<file path="src/rtl/radio_seq_pkg.sv">
// Shared definitions for the radio Tx/Rx sequencer: state codes, antenna
// switch encodings and default bus widths.
package radio_seq_pkg;

  localparam int DLY_W_DEF  = 16;
  localparam int GAIN_W_DEF = 6;

  localparam logic [1:0] ANTSW_OFF = 2'b00;
  localparam logic [1:0] ANTSW_RX  = 2'b01;
  localparam logic [1:0] ANTSW_TX  = 2'b10;

  typedef logic [3:0] state_t;

  localparam state_t ST_IDLE      = 4'd0;
  localparam state_t ST_TX_EN     = 4'd1;
  localparam state_t ST_TX_PA     = 4'd2;
  localparam state_t ST_TX_RAMPUP = 4'd3;
  localparam state_t ST_TX_START  = 4'd4;
  localparam state_t ST_TX_ACTIVE = 4'd5;
  localparam state_t ST_TX_RAMPDN = 4'd6;
  localparam state_t ST_TX_PAOFF  = 4'd7;
  localparam state_t ST_RX_EN     = 4'd8;
  localparam state_t ST_RX_ACTIVE = 4'd9;

endpackage

</file>
<file path="src/rtl/radio_seq_gain_ramp.sv">
// Tx gain register with saturating up/down ramp, one step per programmable period.
// at_target/at_zero rise together with the final gain value and hold until the next start.
module radio_seq_gain_ramp #(
  parameter int GAIN_W = 6,
  parameter int DLY_W  = 16
) (
  input  logic              clk,
  input  logic              rst_n,
  input  logic              start_up,
  input  logic              start_dn,
  input  logic [GAIN_W-1:0] target,
  input  logic [GAIN_W-1:0] step,
  input  logic [DLY_W-1:0]  dly_step,
  output logic [GAIN_W-1:0] gain,
  output logic              at_target,
  output logic              at_zero
);

  logic              run_up, run_dn;
  logic [DLY_W-1:0]  cnt, period;
  logic [GAIN_W-1:0] step_eff, up_val, dn_val;
  logic [GAIN_W:0]   sum;

  assign period   = (dly_step == '0) ? DLY_W'(1) : dly_step;
  assign step_eff = (step == '0) ? GAIN_W'(1) : step;
  // One extra bit so gain+step can never wrap below the target.
  assign sum      = {1'b0, gain} + {1'b0, step_eff};
  assign up_val   = (sum >= {1'b0, target}) ? target : sum[GAIN_W-1:0];
  assign dn_val   = (gain > step_eff) ? (gain - step_eff) : '0;

  always_ff @(posedge clk) begin
    if (!rst_n) begin
      gain      <= '0;
      cnt       <= '0;
      run_up    <= 1'b0;
      run_dn    <= 1'b0;
      at_target <= 1'b0;
      at_zero   <= 1'b0;
    end else if (start_up || start_dn) begin
      run_up    <= start_up;
      run_dn    <= start_dn & ~start_up;
      cnt       <= period;
      at_target <= 1'b0;
      at_zero   <= 1'b0;
    end else if (run_up || run_dn) begin
      if (cnt == DLY_W'(1)) begin
        cnt <= period;
        if (run_up) begin
          gain <= up_val;
          if (up_val == target) begin
            at_target <= 1'b1;
            run_up    <= 1'b0;
          end
        end else begin
          gain <= dn_val;
          if (dn_val == '0) begin
            at_zero <= 1'b1;
            run_dn  <= 1'b0;
          end
        end
      end else begin
        cnt <= cnt - DLY_W'(1);
      end
    end
  end

endmodule

</file>
<file path="src/rtl/radio_txrx_sequencer.sv">
// Radio Tx/Rx control-line sequencer with settling delays and Tx gain ramping.
// Optional Tx watchdog enabled by defining RADIO_SEQ_TX_TIMEOUT_EN.
module radio_txrx_sequencer
  import radio_seq_pkg::*;
#(
  parameter int DLY_W  = DLY_W_DEF,
  parameter int GAIN_W = GAIN_W_DEF
) (
  input  logic              converter_clock_in,
  input  logic              sys_rst_n,
  input  logic              tx_req,
  input  logic              rx_req,
  input  logic              band_5ghz,
  input  logic [GAIN_W-1:0] tx_gain_target,
  input  logic [GAIN_W-1:0] gain_step,
  input  logic [DLY_W-1:0]  dly_txen_to_pa,
  input  logic [DLY_W-1:0]  dly_pa_to_ramp,
  input  logic [DLY_W-1:0]  dly_gain_step,
  input  logic [DLY_W-1:0]  dly_rxhp,
`ifdef RADIO_SEQ_TX_TIMEOUT_EN
  input  logic [31:0]       tx_timeout_cycles,
  output logic              tx_timeout,
`endif
  output logic              ctl_TxEn,
  output logic              ctl_RxEn,
  output logic              ctl_RxHP,
  output logic              ctl_24PA,
  output logic              ctl_5PA,
  output logic [1:0]        ctl_ANTSW,
  output logic [GAIN_W-1:0] ctl_Tx_gain,
  output logic              ctl_TxStart,
  output logic              busy,
  output logic              tx_active,
  output logic              rx_active
);

  function automatic logic [DLY_W-1:0] at_least_1(input logic [DLY_W-1:0] d);
    return (d == '0) ? DLY_W'(1) : d;
  endfunction

  state_t            state, nxt;
  logic [DLY_W-1:0]  cnt, cnt_val;
  logic              cnt_load, cnt_last;
  logic              band_q;
  logic [GAIN_W-1:0] tgt_q;
  logic              start_up, start_dn, at_target, at_zero;
  logic              tx_go, to_fire;
  logic              nxt_tx_en, nxt_pa, nxt_rx_en;

  assign cnt_last = (cnt == DLY_W'(1));

`ifdef RADIO_SEQ_TX_TIMEOUT_EN
  logic [31:0] to_cnt;
  logic        tx_lock;

  assign to_fire = (state == ST_TX_ACTIVE) && tx_req && (tx_timeout_cycles != 32'd0) &&
                   (to_cnt == tx_timeout_cycles - 32'd1);
  assign tx_go   = tx_req && !tx_lock;

  // tx_lock holds off a new Tx after a timeout until tx_req has been seen low.
  always_ff @(posedge converter_clock_in) begin
    if (!sys_rst_n) begin
      to_cnt     <= '0;
      tx_timeout <= 1'b0;
      tx_lock    <= 1'b0;
    end else begin
      to_cnt <= (state == ST_TX_ACTIVE && nxt == ST_TX_ACTIVE) ? to_cnt + 32'd1 : 32'd0;
      if (to_fire) begin
        tx_timeout <= 1'b1;
        tx_lock    <= 1'b1;
      end else begin
        if (state == ST_IDLE && nxt == ST_TX_EN) tx_timeout <= 1'b0;
        if (!tx_req) tx_lock <= 1'b0;
      end
    end
  end
`else
  assign to_fire = 1'b0;
  assign tx_go   = tx_req;
`endif

  always_comb begin
    nxt      = state;
    cnt_load = 1'b0;
    cnt_val  = at_least_1(dly_txen_to_pa);
    start_up = 1'b0;
    start_dn = 1'b0;
    case (state)
      ST_IDLE: begin
        if (tx_go) begin
          nxt      = ST_TX_EN;
          cnt_load = 1'b1;
        end else if (rx_req) begin
          nxt      = ST_RX_EN;
          cnt_load = 1'b1;
          cnt_val  = at_least_1(dly_rxhp);
        end
      end
      ST_TX_EN: if (cnt_last) begin
        nxt      = ST_TX_PA;
        cnt_load = 1'b1;
        cnt_val  = at_least_1(dly_pa_to_ramp);
      end
      ST_TX_PA: if (cnt_last) begin
        nxt      = ST_TX_RAMPUP;
        start_up = 1'b1;
      end
      ST_TX_RAMPUP: if (at_target) nxt = ST_TX_START;
      ST_TX_START:  nxt = ST_TX_ACTIVE;
      ST_TX_ACTIVE: if (!tx_req || to_fire) begin
        nxt      = ST_TX_RAMPDN;
        start_dn = 1'b1;
      end
      ST_TX_RAMPDN: if (at_zero) begin
        nxt      = ST_TX_PAOFF;
        cnt_load = 1'b1;
      end
      ST_TX_PAOFF:  if (cnt_last) nxt = ST_IDLE;
      ST_RX_EN:     if (cnt_last) nxt = ST_RX_ACTIVE;
      ST_RX_ACTIVE: if (!rx_req) nxt = ST_IDLE;
      default:      nxt = ST_IDLE;
    endcase
  end

  assign nxt_tx_en = (nxt inside {ST_TX_EN, ST_TX_PA, ST_TX_RAMPUP, ST_TX_START,
                                  ST_TX_ACTIVE, ST_TX_RAMPDN, ST_TX_PAOFF});
  assign nxt_pa    = (nxt inside {ST_TX_PA, ST_TX_RAMPUP, ST_TX_START,
                                  ST_TX_ACTIVE, ST_TX_RAMPDN});
  assign nxt_rx_en = (nxt inside {ST_RX_EN, ST_RX_ACTIVE});

  // Outputs are registered decodes of the next state, so they line up with state.
  always_ff @(posedge converter_clock_in) begin
    if (!sys_rst_n) begin
      state       <= ST_IDLE;
      cnt         <= '0;
      band_q      <= 1'b0;
      tgt_q       <= '0;
      ctl_TxEn    <= 1'b0;
      ctl_RxEn    <= 1'b0;
      ctl_RxHP    <= 1'b0;
      ctl_24PA    <= 1'b0;
      ctl_5PA     <= 1'b0;
      ctl_ANTSW   <= ANTSW_OFF;
      ctl_TxStart <= 1'b0;
      busy        <= 1'b0;
      tx_active   <= 1'b0;
      rx_active   <= 1'b0;
    end else begin
      state <= nxt;
      if (cnt_load)         cnt <= cnt_val;
      else if (cnt != '0)   cnt <= cnt - DLY_W'(1);
      if (state == ST_IDLE && nxt != ST_IDLE) begin
        band_q <= band_5ghz;
        tgt_q  <= tx_gain_target;
      end
      ctl_TxEn    <= nxt_tx_en;
      ctl_RxEn    <= nxt_rx_en;
      ctl_RxHP    <= (nxt == ST_RX_EN);
      ctl_5PA     <= nxt_pa & band_q;
      ctl_24PA    <= nxt_pa & ~band_q;
      ctl_ANTSW   <= nxt_tx_en ? ANTSW_TX : (nxt_rx_en ? ANTSW_RX : ANTSW_OFF);
      ctl_TxStart <= (nxt == ST_TX_START);
      busy        <= (nxt != ST_IDLE);
      tx_active   <= (nxt == ST_TX_ACTIVE);
      rx_active   <= (nxt == ST_RX_ACTIVE);
    end
  end

  radio_seq_gain_ramp #(
    .GAIN_W (GAIN_W),
    .DLY_W  (DLY_W)
  ) u_ramp (
    .clk       (converter_clock_in),
    .rst_n     (sys_rst_n),
    .start_up  (start_up),
    .start_dn  (start_dn),
    .target    (tgt_q),
    .step      (gain_step),
    .dly_step  (dly_gain_step),
    .gain      (ctl_Tx_gain),
    .at_target (at_target),
    .at_zero   (at_zero)
  );

endmodule

</file>
<file path="config.mk">
export PLATFORM = sky130hd
export DESIGN_NAME = radio_txrx_sequencer
export DESIGN_NICKNAME = d
export VERILOG_FILES = /design/src/rtl/radio_seq_pkg.sv /design/src/rtl/radio_seq_gain_ramp.sv /design/src/rtl/radio_txrx_sequencer.sv
export SDC_FILE = /design/constraint.sdc
export NUM_CORES = 1
export LEC_CHECK = 0
export BUFFER_PORTS_ARGS = -buffer_cell sky130_fd_sc_hd__buf_2
export CAP_MARGIN = 20
export CORE_MARGIN = 3
export CORE_UTILIZATION = 45
export DETAILED_ROUTE_END_ITERATION = 10
export GPL_ROUTABILITY_DRIVEN = 0
export PLACE_DENSITY = 0.77
export SLEW_MARGIN = 20
export SYNTH_ARGS = -nofsm -noshare
export SYNTH_HDL_FRONTEND = slang
export SYNTH_SLANG_ARGS = --single-unit
</file>
<file path="constraint.sdc">
create_clock -name converter_clock_in -period 4.94 [get_ports converter_clock_in]
set_clock_uncertainty 0.15 [all_clocks]
set_input_delay 0.741 -clock converter_clock_in [delete_from_list [all_inputs] [get_ports converter_clock_in]]
set_output_delay 0.741 -clock converter_clock_in [all_outputs]
set_load 0.01 [all_outputs]
</file>
==> flow_metrics.env, run 1 <==
export IMPL_status="finished clean"
export IMPL_num_rows=36
export IMPL_leakage_nw=2.287
export IMPL_period_share_pct=80.08
export IMPL_seq_power_share_pct=38.6
export IMPL_finalHoldViolations=0
export IMPL_insertion_delay_ns=0.34
export IMPL_fin_hold_ws_ns=0.3090
export IMPL_clkTransAtPathRegs_ns=0.07
export IMPL_dp_cells=799
export IMPL_tns_ns=0
export IMPL_p_sw_share_pct=38.61
export IMPL_seq_area_frac_synth_pct=27.29
export IMPL_cts_root_buf="clkbuf_8"
export IMPL_cp_num_buf_inv=1
export IMPL_grtUsageTotal_pct=21.22
export IMPL_p_per_area_nw_per_um2=321.5
export IMPL_synth_seq_cells=63
export IMPL_vias=4812
export IMPL_p_switching_w=0.0006575
export IMPL_regToRegSetupSlack_ns=1.24
export IMPL_grt_busiest_layer="met2"
export IMPL_hold_depth=2
export IMPL_total_power_w=0.001703
export IMPL_io_pins=98
export IMPL_r2r_start="u_ramp.gain[1]$_SDFFE_PN0P_"
export IMPL_fillerInstances=935
export IMPL_grt_pass1_wl_mm=20.45
export IMPL_hp_class="flip-flop to flip-flop"
export IMPL_ff2ff_path_depth=10
export IMPL_arrival_ns=4.00
export IMPL_worstMarginPinSlew_ns=1.133
export IMPL_clk_path_buf_depth=2
export IMPL_wl_mm=12.33
export IMPL_relSlewSlack_pct=23.79
export IMPL_start_util_pct=46.85
export IMPL_start_kind="input port"
export IMPL_detail_route_iter0_violations=311
export IMPL_synthToLayoutAreaGrowth_pct=14.62
export IMPL_synth_edf_count=0
export IMPL_ant_nets=0
export IMPL_dp_hpwl_mm=9.429
export IMPL_cts_hold_buf=0
export IMPL_internal_power_w=0.001046
export IMPL_cts_resized=0
export IMPL_pwr_share_comb_pct=38.3
export IMPL_fin_nets=783
export IMPL_h_tree_depth=3
export IMPL_max_freq_mhz=252.8
export IMPL_core_sq_um=9864
export IMPL_chipHeight_um=107.3
export IMPL_fin_cells=814
export IMPL_multi_input_area_sq_um=3070
export IMPL_diodes=0
export IMPL_antenna_found_initial=0
export IMPL_grt_use_met2_pct=37.04
export IMPL_slew_viol_final=0
export IMPL_use_met3_pct=2.759
export IMPL_synth_cell_area_sq_um=4622
export IMPL_drc_errors=0
export IMPL_yosys_warnings=0
export IMPL_viasPerCell=5.912
export IMPL_critPathSlowestCell="a211oi_1"
export IMPL_fin_crit_ns=3.956
export IMPL_die_x_um=107.3
export IMPL_dr_pass1_iters=9
export IMPL_synth_cells=600
export IMPL_cts_tree="built"
export IMPL_synth_common_cells="63 x dfxtp_1, 55 x nand2_1, 47 x nor2_1"
export IMPL_holdPathEnd="ctl_5PA$_SDFF_PN0_"
export IMPL_ys_flop_type="dfxtp_1"
export IMPL_ir_worst_vdd_v=0.0001531
export IMPL_grt_max_degree=41
export IMPL_clockPowerShare_pct=23.1
export IMPL_die_area_sq_um=11520
export IMPL_rsz0062_at_grt="no"
export IMPL_cap_viol_max_count=0
export IMPL_hold_start="band_q$_SDFFE_PN0P_"
export IMPL_async_flop_share_pct=0
export IMPL_synth_top_area_share_pct=27.29
export IMPL_worstPathCellList="buf_2, nor3_1, a31o_2, ha_1, nand2b_1, a221o_1, a211oi_1, ha_1, a211oi_1, o2111a_1, mux2_2, a22oi_1, a21oi_1"
export IMPL_synth_cell_types=66
export IMPL_regArea_sq_um=1261
export IMPL_setup_viol_count_final=0
export IMPL_wl_per_cell_um=15.15
export IMPL_overflow=0
export IMPL_cp_top_family="compound AO/OA/AOI/OAI gates"
export IMPL_portBuffers=97
export IMPL_cp_end_kind="flip-flop"
export IMPL_synth_most_common_cell="dfxtp_1"
export IMPL_cpPeakStageDelay_ns=0.44
export IMPL_cts_sinks=63
export IMPL_required_ns=4.99
export IMPL_r2r_end="u_ramp.gain[2]$_SDFFE_PN0P_"
export IMPL_numCtsBuffers=9
export IMPL_synth_nets=706
export IMPL_yosys_top_cells_area="dfxtp_1 27%, ha_1 6.2%, nand2_1 4.5%, nor2_1 3.8%, nor4_1 3.5%"
export IMPL_path_max_fanout=8
export IMPL_post_cts_buffers=0
export IMPL_grt_pass1_vias=4517
export IMPL_fin_util_pct=53.70
export IMPL_crit_type="input port to flip-flop"
export IMPL_netlist_top_cell_by_area="dfxtp_1"
export IMPL_synth_area_per_cell_sq_um=7.703
export IMPL_grt_use_met1_pct=27.03
export IMPL_drive_gt1_share_pct=20.26
[through the flow]
stage / worst slack [ns] / cell area, sq um
2_1_floorplan: 1.049 / 4622
3_3_place_gp: 0.8026 / 5129
3_5_place_dp: 0.6292 / 5129
4_1_cts: 0.9896 / 5293
5_1_grt: 0.7332 / 5298
6_report: 0.9840 / 5298
[layer usage]
layer  wire [um]  part of all wire (%)
met4         243                   2.0
met2        5888                    48
met5           0                     0
met1        5331                    43
met3         870                   7.1
[registers in the layout, summed over array words and instances (netlist names), 4 cells and up]
register     count
cnt             16
state            4
tgt_q            6
u_ramp.cnt      16
u_ramp.gain      6
[power by group through the flow]
| stage | clock network, W | logic, W | registers, W |
|---|---|---|---|
| 3_3_place_gp | 0 | 0.000623 | 0.000661 |
| 3_5_place_dp | 0 | 0.000644 | 0.000667 |
| 5_1_grt | 0.000425 | 0.000731 | 0.000668 |
| 6_report | 0.000393 | 0.000652 | 0.000658 |
| 2_1_floorplan | 0 | 0.000530 | 0.000649 |
| 4_1_cts | 0.000401 | 0.000648 | 0.000656 |
[worst max-delay path by stage]
| stage | from | end | slack [ns] | cells past startpoint |
|---|---|---|---|---|
| finish | gain_step[1] | u_ramp.gain[2]$_SDFFE_PN0P_ | 0.98 | 13 |
| global route | gain_step[1] | u_ramp.gain[2]$_SDFFE_PN0P_ | 0.73 | 13 |
| CTS | gain_step[1] | u_ramp.gain[2]$_SDFFE_PN0P_ | 0.99 | 13 |
| detailed placement | gain_step[1] | u_ramp.gain[2]$_SDFFE_PN0P_ | 0.63 | 13 |
| global placement | gain_step[1] | u_ramp.gain[2]$_SDFFE_PN0P_ | 0.80 | 13 |
| floorplan | gain_step[1] | u_ramp.gain[2]$_SDFFE_PN0P_ | 1.05 | 13 |
[placed cells by master (no fill, tap or decap), types with 4 or more instances in the layout]
| cell type | instances |
|---|---|
| o21a_1 | 7 |
| nor2_1 | 47 |
| xor2_1 | 16 |
| clkbuf_8 | 10 |
| or2_2 | 6 |
| or3_1 | 4 |
| nand3_1 | 16 |
| xnor2_1 | 11 |
| buf_4 | 5 |
| buf_2 | 97 |
| a31oi_1 | 4 |
| mux2_2 | 4 |
| o21ai_1 | 23 |
| a21oi_1 | 28 |
| a222oi_1 | 16 |
| a21boi_0 | 5 |
| and4_1 | 5 |
| a22oi_1 | 6 |
| nand2b_1 | 12 |
| nand2_1 | 55 |
| o211ai_1 | 5 |
| nor2b_1 | 13 |
| inv_1 | 30 |
| nand3b_1 | 16 |
| ha_1 | 23 |
| a211oi_1 | 4 |
| nor4_1 | 26 |
| and2_1 | 7 |
| nor3_1 | 27 |
| a21o_1 | 5 |
| dfxtp_1 | 63 |
| mux2i_1 | 4 |
| o21ai_0 | 31 |
[area by class of cell]
class,count,share of cell area [%]
Clock buffer,11,2.669
Timing Repair Buffer,102,9.872
Tap cell,133,3.141
Clock inverter,4,0.4251
Sequential cell,63,23.81
Multi-Input combinational cell,471,57.96
Inverter,30,2.126
[worst register-to-register path, stage by stage, from the launching register on]
cell	delay [ns]
dfxtp_1	0.49
ha_1	0.31
nand2b_1	0.18
a221o_1	0.32
a211oi_1	0.44
ha_1	0.35
a211oi_1	0.24
o2111a_1	0.44
mux2_2	0.38
a22oi_1	0.17
a21oi_1	0.08
[cells by family (layout without fill, tap and decap cells)]
group | after synthesis | in the layout | share of synthesized area, %
flops | 63 | 63 | 27.29
simple gates | 251 | 251 | 28.86
compound gates | 160 | 160 | 23.42
fa+ha+maj | 25 | 25 | 7.093
mux | 8 | 8 | 1.841
buf+inv | 66 | 147 | 6.389
xor+xnor | 27 | 27 | 5.116
No activity file was read; power rests on OpenSTA's default activity.
==> inputs of run 2 (changes only) <==
ABC_AREA = 1   (was not set)
clock period = 4 ns   (was 4.94 ns; I/O delays follow)
==> run 2 against run 1 <==
Core utilization is 0.41 points lower. Cell count is 17% higher. Register-to-register slack worse by 0.37 ns. Combinational power is 24% lower. Die area is 3.7% higher. Synthesized cell count is 21% higher. Sequential cell count stayed put. Critical path type unchanged. Critical endpoint is now u_ramp.run_up$_SDFFE_PN0P_.
==> flow_metrics.env, run 2 <==
export IMPL_netlist_top_cell_by_area="dfxtp_1"
export IMPL_start_kind="input port"
export IMPL_endpoint="u_ramp.run_up$_SDFFE_PN0P_"
export IMPL_finalHoldViolations=0
export IMPL_drive_gt1_share_pct=17.85
export IMPL_worstSetupStartpoint="gain_step[1]"
export IMPL_hp_class="flip-flop to flip-flop"
export IMPL_status="finished clean"
export IMPL_fin_nets=919
export IMPL_h_tree_depth=3
export IMPL_slew_viol_final=0
export IMPL_relSlewSlack_pct=52.61
export IMPL_synth_area_per_cell_sq_um=6.598
export IMPL_synth_cells=728
export IMPL_required_ns=4.12
export IMPL_cts_resized=0
export IMPL_leakage_nw=2.661
export IMPL_synth_nets=834
export IMPL_setup_viol_count_final=0
export IMPL_numCtsBuffers=9
export IMPL_path_max_fanout=10
export IMPL_core_sq_um=10370
export IMPL_ys_flop_type="dfxtp_1"
export IMPL_arrival_ns=3.56
export IMPL_wl_per_cell_um=13.84
export IMPL_yosys_top_cells_area="dfxtp_1 26%, nand2_1 12%, inv_1 7.4%, ha_1 6.0%, nor2_1 5.7%"
export IMPL_die_area_sq_um=11950
export IMPL_clk_path_buf_depth=2
export IMPL_final_common_cell="nand2_1"
export IMPL_worstMarginPinSlew_ns=0.7083
export IMPL_num_rows=37
export IMPL_ir_worst_vdd_v=0.0001424
export IMPL_placed_cell_area_sq_um=5351
export IMPL_cts_tree="built"
export IMPL_drc_errors=0
export IMPL_grtUsageTotal_pct=21.92
export IMPL_fillerInstances=1072
export IMPL_dp_hpwl_mm=10.31
export IMPL_period_share_pct=85.95
export IMPL_start_util_pct=46.32
export IMPL_grt_max_degree=28
export IMPL_stdcell_area_sq_um=5527
export IMPL_cts_hold_buf=0
export IMPL_grt_pass1_wl_mm=21.04
export IMPL_tns_ns=0
export IMPL_dr_pass1_iters=5
export IMPL_die_x_um=109.3
export IMPL_max_freq_mhz=290.9
export IMPL_fin_crit_ns=3.438
export IMPL_overflow=0
export IMPL_io_pins=98
export IMPL_synth_edf_count=0
export IMPL_hold_depth=1
export IMPL_ff2ff_path_depth=21
export IMPL_vias=5206
export IMPL_portBuffers=97
export IMPL_largestRegisters="cnt x16, u_ramp.cnt x16"
export IMPL_wl_mm=13.20
export IMPL_final_cell_mix="151 x nand2_1, 97 x buf_2, 95 x inv_1, 73 x nor2_1, 63 x dfxtp_1"
export IMPL_clkTransAtPathRegs_ns=0.07
export IMPL_p_per_area_nw_per_um2=311.6
export IMPL_cap_viol_max_count=0
export IMPL_cp_end_kind="flip-flop"
export IMPL_rsz0062_at_grt="no"
export IMPL_total_power_w=0.001722
export IMPL_async_flop_share_pct=0
export IMPL_synth_seq_cells=63
export IMPL_chipHeight_um=109.3
export IMPL_r2r_start="u_ramp.gain[2]$_SDFFE_PN0P_"
export IMPL_synth_top_area_share_pct=26.26
export IMPL_cts_root_buf="clkbuf_8"
export IMPL_synth_common_cells="151 x nand2_1, 95 x inv_1, 73 x nor2_1"
export IMPL_insertion_delay_ns=0.35
export IMPL_viasPerCell=5.457
export IMPL_grt_pass1_vias=4594
export IMPL_ant_nets=0
export IMPL_crit_type="input port to flip-flop"
export IMPL_cts_sinks=63
export IMPL_antenna_found_initial=0
export IMPL_synth_most_common_cell="nand2_1"
export IMPL_seq_area_frac_synth_pct=26.26
export IMPL_diodes=0
export IMPL_synth_cell_area_sq_um=4803
export IMPL_regToRegSetupSlack_ns=0.87
export IMPL_synthToLayoutAreaGrowth_pct=15.06
export IMPL_yosys_warnings=0
export IMPL_synth_cell_types=48
export IMPL_r2r_end="u_ramp.run_up$_SDFFE_PN0P_"
export IMPL_detail_route_iter0_violations=339
export IMPL_post_cts_buffers=0
run 2: cell count changes after synthesis, sizes merged, moves of 15 or more:
| cell | before | now |
|---|---|---|
| inv | 30 | 100 |
| nand3b | 16 | 1 |
| a222oi | 16 | 0 |
| nand3 | 16 | 53 |
| nand2 | 55 | 157 |
| nand4 | 2 | 36 |
| nor2 | 47 | 79 |
| o21ai | 54 | 38 |
run 2: through the flow:
step	cells	hold slack (ns)	setup WS [ns]	utilization (%)
6_report	954	0.2656	0.5620	53.29
3_3_place_gp	938	0.2526	0.3527	51.60
2_1_floorplan	728	0.2411	0.6230	-
3_5_place_dp	938	0.2561	0.2540	51.60
4_1_cts	954	0.2650	0.5880	53.29
5_1_grt	954	0.2936	0.3302	53.29
run 2: cell families after synthesis:
| family | count (synthesis) | share of synthesized area (%) |
|---|---|---|
| and+or+nand+nor | 370 | 36.47 |
| buffers and inverters | 127 | 10.86 |
| AOI/OAI and AO/OA | 121 | 15.58 |
| DFF | 63 | 26.26 |
| adders and majority gates | 25 | 6.825 |
| xor gates and xnor gates | 22 | 4.012 |
run 2: power by group:
group	switching, W	internal (W)
combinational	0.000309	0.000189
clock	0.000260	0.000240
sequential	0.0000444	0.000678
total	0.000614	0.00111
run 2: worst min-delay path by stage:
stage | end | startpoint
floorplan | ctl_24PA$_SDFF_PN0_ | band_q$_SDFFE_PN0P_
global placement | ctl_24PA$_SDFF_PN0_ | band_q$_SDFFE_PN0P_
detailed placement | ctl_24PA$_SDFF_PN0_ | band_q$_SDFFE_PN0P_
CTS | ctl_24PA$_SDFF_PN0_ | band_q$_SDFFE_PN0P_
global route | ctl_24PA$_SDFF_PN0_ | band_q$_SDFFE_PN0P_
finish | ctl_24PA$_SDFF_PN0_ | band_q$_SDFFE_PN0P_
run 2: metal layers:
metal  up-vias  GRT usage (%)  wire, um
li1       2645              -         -
met1      2357          29.38      5866
met2       190          35.83      6289
met3        14          5.344       891
met4         0          4.898       157
met5         -              0         0
run 2: critical path, stage by stage:
cell and delay [ns]:
buf_2 0.11, inv_1 0.07, a31o_2 0.26, ha_1 0.23
fa_1 0.43, nand2_1 0.09, nand2_1 0.08, nand3_1 0.08
nand2_1 0.09, ha_1 0.29, nand2_1 0.06, nand2_1 0.04
nand2_1 0.07, nand2_1 0.07, nor2_2 0.33, nand4_1 0.16
nand2_1 0.09, nor2_1 0.04, nand3_1 0.09, nand2_1 0.05
nand2_1 0.05, nand2_1 0.05, a21oi_1 0.12
run 2: final cells by class:
| class | instances | area (sq um) | area share [%] |
|---|---|---|---|
| repair buffers | 100 | 508.0 | 9.192 |
| clock inverters | 5 | 33.78 | 0.6113 |
| well taps | 136 | 170.2 | 3.079 |
| flip-flops and latches | 63 | 1261 | 22.82 |
| inverters | 101 | 391.6 | 7.086 |
| clock buffers | 11 | 141.4 | 2.558 |
| multi-input cells | 538 | 3020 | 54.65 |
==> inputs of run 3 (changes only) <==
PLACE_DENSITY = 0.79   (was 0.77)
clock period = 3.09 ns   (was 4 ns; I/O delays follow)
==> run 3 against run 2 <==
Sequential share of layout area fell by 1.3 points. Register-to-register slack worse by 0.71 ns. Combinational power up 44%. Hold slack got worse by 0.058 ns. Clock power rose by 27%. Critical endpoint is now u_ramp.gain[5]$_SDFFE_PN0P_.
==> flow_metrics.env, run 3 (synthesis gave the netlist of run 2 again) <==
export IMPL_worstMarginPinSlew_ns=0.7514
export IMPL_die_area_sq_um=11950
export IMPL_period_share_pct=98.59
export IMPL_required_ns=3.18
export IMPL_worstSetupStartpoint="gain_step[5]"
export IMPL_diodes=0
export IMPL_tns_ns=0
export IMPL_pwr_share_comb_pct=31.3
export IMPL_ir_worst_vdd_v=0.0002422
export IMPL_cap_viol_max_count=0
export IMPL_die_x_um=109.3
export IMPL_cp_end_kind="flip-flop"
export IMPL_clockPowerShare_pct=27.8
export IMPL_r2r_start="u_ramp.gain[1]$_SDFFE_PN0P_"
export IMPL_hp_class="input port to flip-flop"
export IMPL_cts_hold_buf=0
export IMPL_cp_num_buf_inv=4
export IMPL_wl_mm=13.79
export IMPL_grt_pass1_vias=4839
export IMPL_p_switching_w=0.0008213
export IMPL_max_freq_mhz=328.2
export IMPL_finalHoldViolations=0
export IMPL_wl_per_cell_um=13.98
export IMPL_drc_errors=0
export IMPL_p_per_area_nw_per_um2=390.5
export IMPL_num_rows=37
export IMPL_ant_nets=0
export IMPL_endpoint="u_ramp.gain[5]$_SDFFE_PN0P_"
export IMPL_fin_nets=952
export IMPL_slew_viol_final=0
export IMPL_crit_type="input port to flip-flop"
export IMPL_stdcell_area_sq_um=5861
export IMPL_grtUsageTotal_pct=22.57
export IMPL_leakage_nw=2.841
export IMPL_cts_sinks=63
export IMPL_worst_slack_ns=0.04345
export IMPL_grt_max_degree=28
export IMPL_final_common_cell="nand2_1"
export IMPL_largestRegisters="cnt x16, u_ramp.cnt x16"
export IMPL_total_power_w=0.002289
export IMPL_r2r_end="u_ramp.gain[5]$_SDFFE_PN0P_"
export IMPL_ff2ff_path_depth=16
export IMPL_dr_pass1_iters=7
export IMPL_start_kind="input port"
export IMPL_chipHeight_um=109.3
export IMPL_drive_gt1_share_pct=22.82
export IMPL_clk_path_buf_depth=2
export IMPL_setup_viol_count_final=0
export IMPL_dp_cells=968
export IMPL_cts_tree="built"
export IMPL_status="finished clean"
export IMPL_arrival_ns=3.13
export IMPL_relSlewSlack_pct=49.85
export IMPL_worstPathCellList="buf_2, nor3_2, a31o_2, ha_2, fa_2, nand2_1, nand2_2, nand2_1, nand2_1, nand2_2, ha_4, nand2_1, nand2_1, nand2_2, nand3_2, a21oi_4, buf_6, buf_4, nand2_1, o211ai_1, nand3_1, o211ai_1, inv_1"
export IMPL_portBuffers=97
export IMPL_detail_route_iter0_violations=354
export IMPL_clkTransAtPathRegs_ns=0.08
export IMPL_viasPerCell=5.434
export IMPL_regToRegSetupSlack_ns=0.16
export IMPL_grt_pass1_wl_mm=21.97
export IMPL_final_cell_mix="146 x nand2_1, 98 x buf_2, 95 x inv_1, 73 x nor2_1, 61 x dfxtp_1"
export IMPL_antenna_found_initial=0
export IMPL_place_ws_ns=-0.2670
export IMPL_vias=5358
export IMPL_cp_depth=23
export IMPL_path_max_fanout=5
export IMPL_synthToLayoutAreaGrowth_pct=22.01
export IMPL_core_sq_um=10370
export IMPL_overflow=0
export IMPL_start_util_pct=46.32
export IMPL_cp_top_family="simple AND/OR/NAND/NOR gates"
export IMPL_io_pins=98
export IMPL_h_tree_depth=3
export IMPL_internal_power_w=0.001467
export IMPL_placed_cell_area_sq_um=5588
export IMPL_seq_power_share_pct=40.9
export IMPL_dp_hpwl_mm=10.61
export IMPL_insertion_delay_ns=0.35
export IMPL_fin_crit_ns=3.047
export IMPL_cp_common_cell="nand2_1"
export IMPL_numCtsBuffers=9
export IMPL_fin_cells=986
export IMPL_critPathSlowestCell="fa_2"
export IMPL_cpPeakStageDelay_ns=0.34
export IMPL_p_sw_share_pct=35.89
export IMPL_cts_root_buf="clkbuf_8"
-- run 3: area by class of cell --
class | count | area (sq um)
Sequential cell | 63 | 1264
Clock inverter | 4 | 22.52
Inverter | 101 | 391.6
Timing Repair Buffer | 132 | 749.5
Tap cell | 136 | 170.2
Multi-Input combinational cell | 539 | 3122
Fill cell | 1022 | 4509
Clock buffer | 11 | 141.4
-- run 3: per-layer routing --
layer	track usage (%)	wire [um]
met1	30.45	6005
met2	36.40	6483
met3	4.580	975
met4	6.946	322
met5	0	0
-- run 3: power by group through the flow --
stage,clock [W],combinational (W),sequential (W)
floorplan,0,0.000469,0.000940
global route,0.000673,0.000807,0.000945
finish,0.000635,0.000716,0.000937
global placement,0,0.000654,0.000952
detailed placement,0,0.000663,0.000952
CTS,0.000647,0.000667,0.000935
-- run 3: worst min path at each step --
stage / startpoint / endpoint / slack (ns) / cells past startpoint
after floorplan: band_q$_SDFFE_PN0P_ / ctl_24PA$_SDFF_PN0_ / 0.24 / 1
after global placement: band_q$_SDFFE_PN0P_ / ctl_24PA$_SDFF_PN0_ / 0.25 / 1
after detailed placement: band_q$_SDFFE_PN0P_ / ctl_24PA$_SDFF_PN0_ / 0.26 / 1
after CTS: dly_gain_step[1] / u_ramp.cnt[1]$_SDFFE_PN0P_ / 0.20 / 3
after global routing: dly_gain_step[7] / u_ramp.cnt[7]$_SDFFE_PN0P_ / 0.25 / 3
final: dly_gain_step[1] / u_ramp.cnt[1]$_SDFFE_PN0P_ / 0.21 / 3
-- run 3: what timing repair did --
item	CTS	global route
setup endpoints to repair	0	9
buffers inserted	0	1
gates resized for setup	0	20
-- run 3: worst reg2reg max path: cells and delay by family (launching register included) --
kind                       cells  cell delay, ns
and+or+nand+nor                8            0.97
adders and majority gates      2            0.53
DFF                            1            0.43
AOI/OAI and AO/OA              3            0.42
buffers and inverters          3            0.29
-- run 3: stage by stage --
| stage | util [%] | hold WS (ns) |
|---|---|---|
| 2_1_floorplan | - | 0.2411 |
| 3_3_place_gp | 53.89 | 0.2481 |
| 3_5_place_dp | 53.89 | 0.2589 |
| 4_1_cts | 55.47 | 0.2035 |
| 5_1_grt | 56.52 | 0.2470 |
| 6_report | 56.52 | 0.2076 |
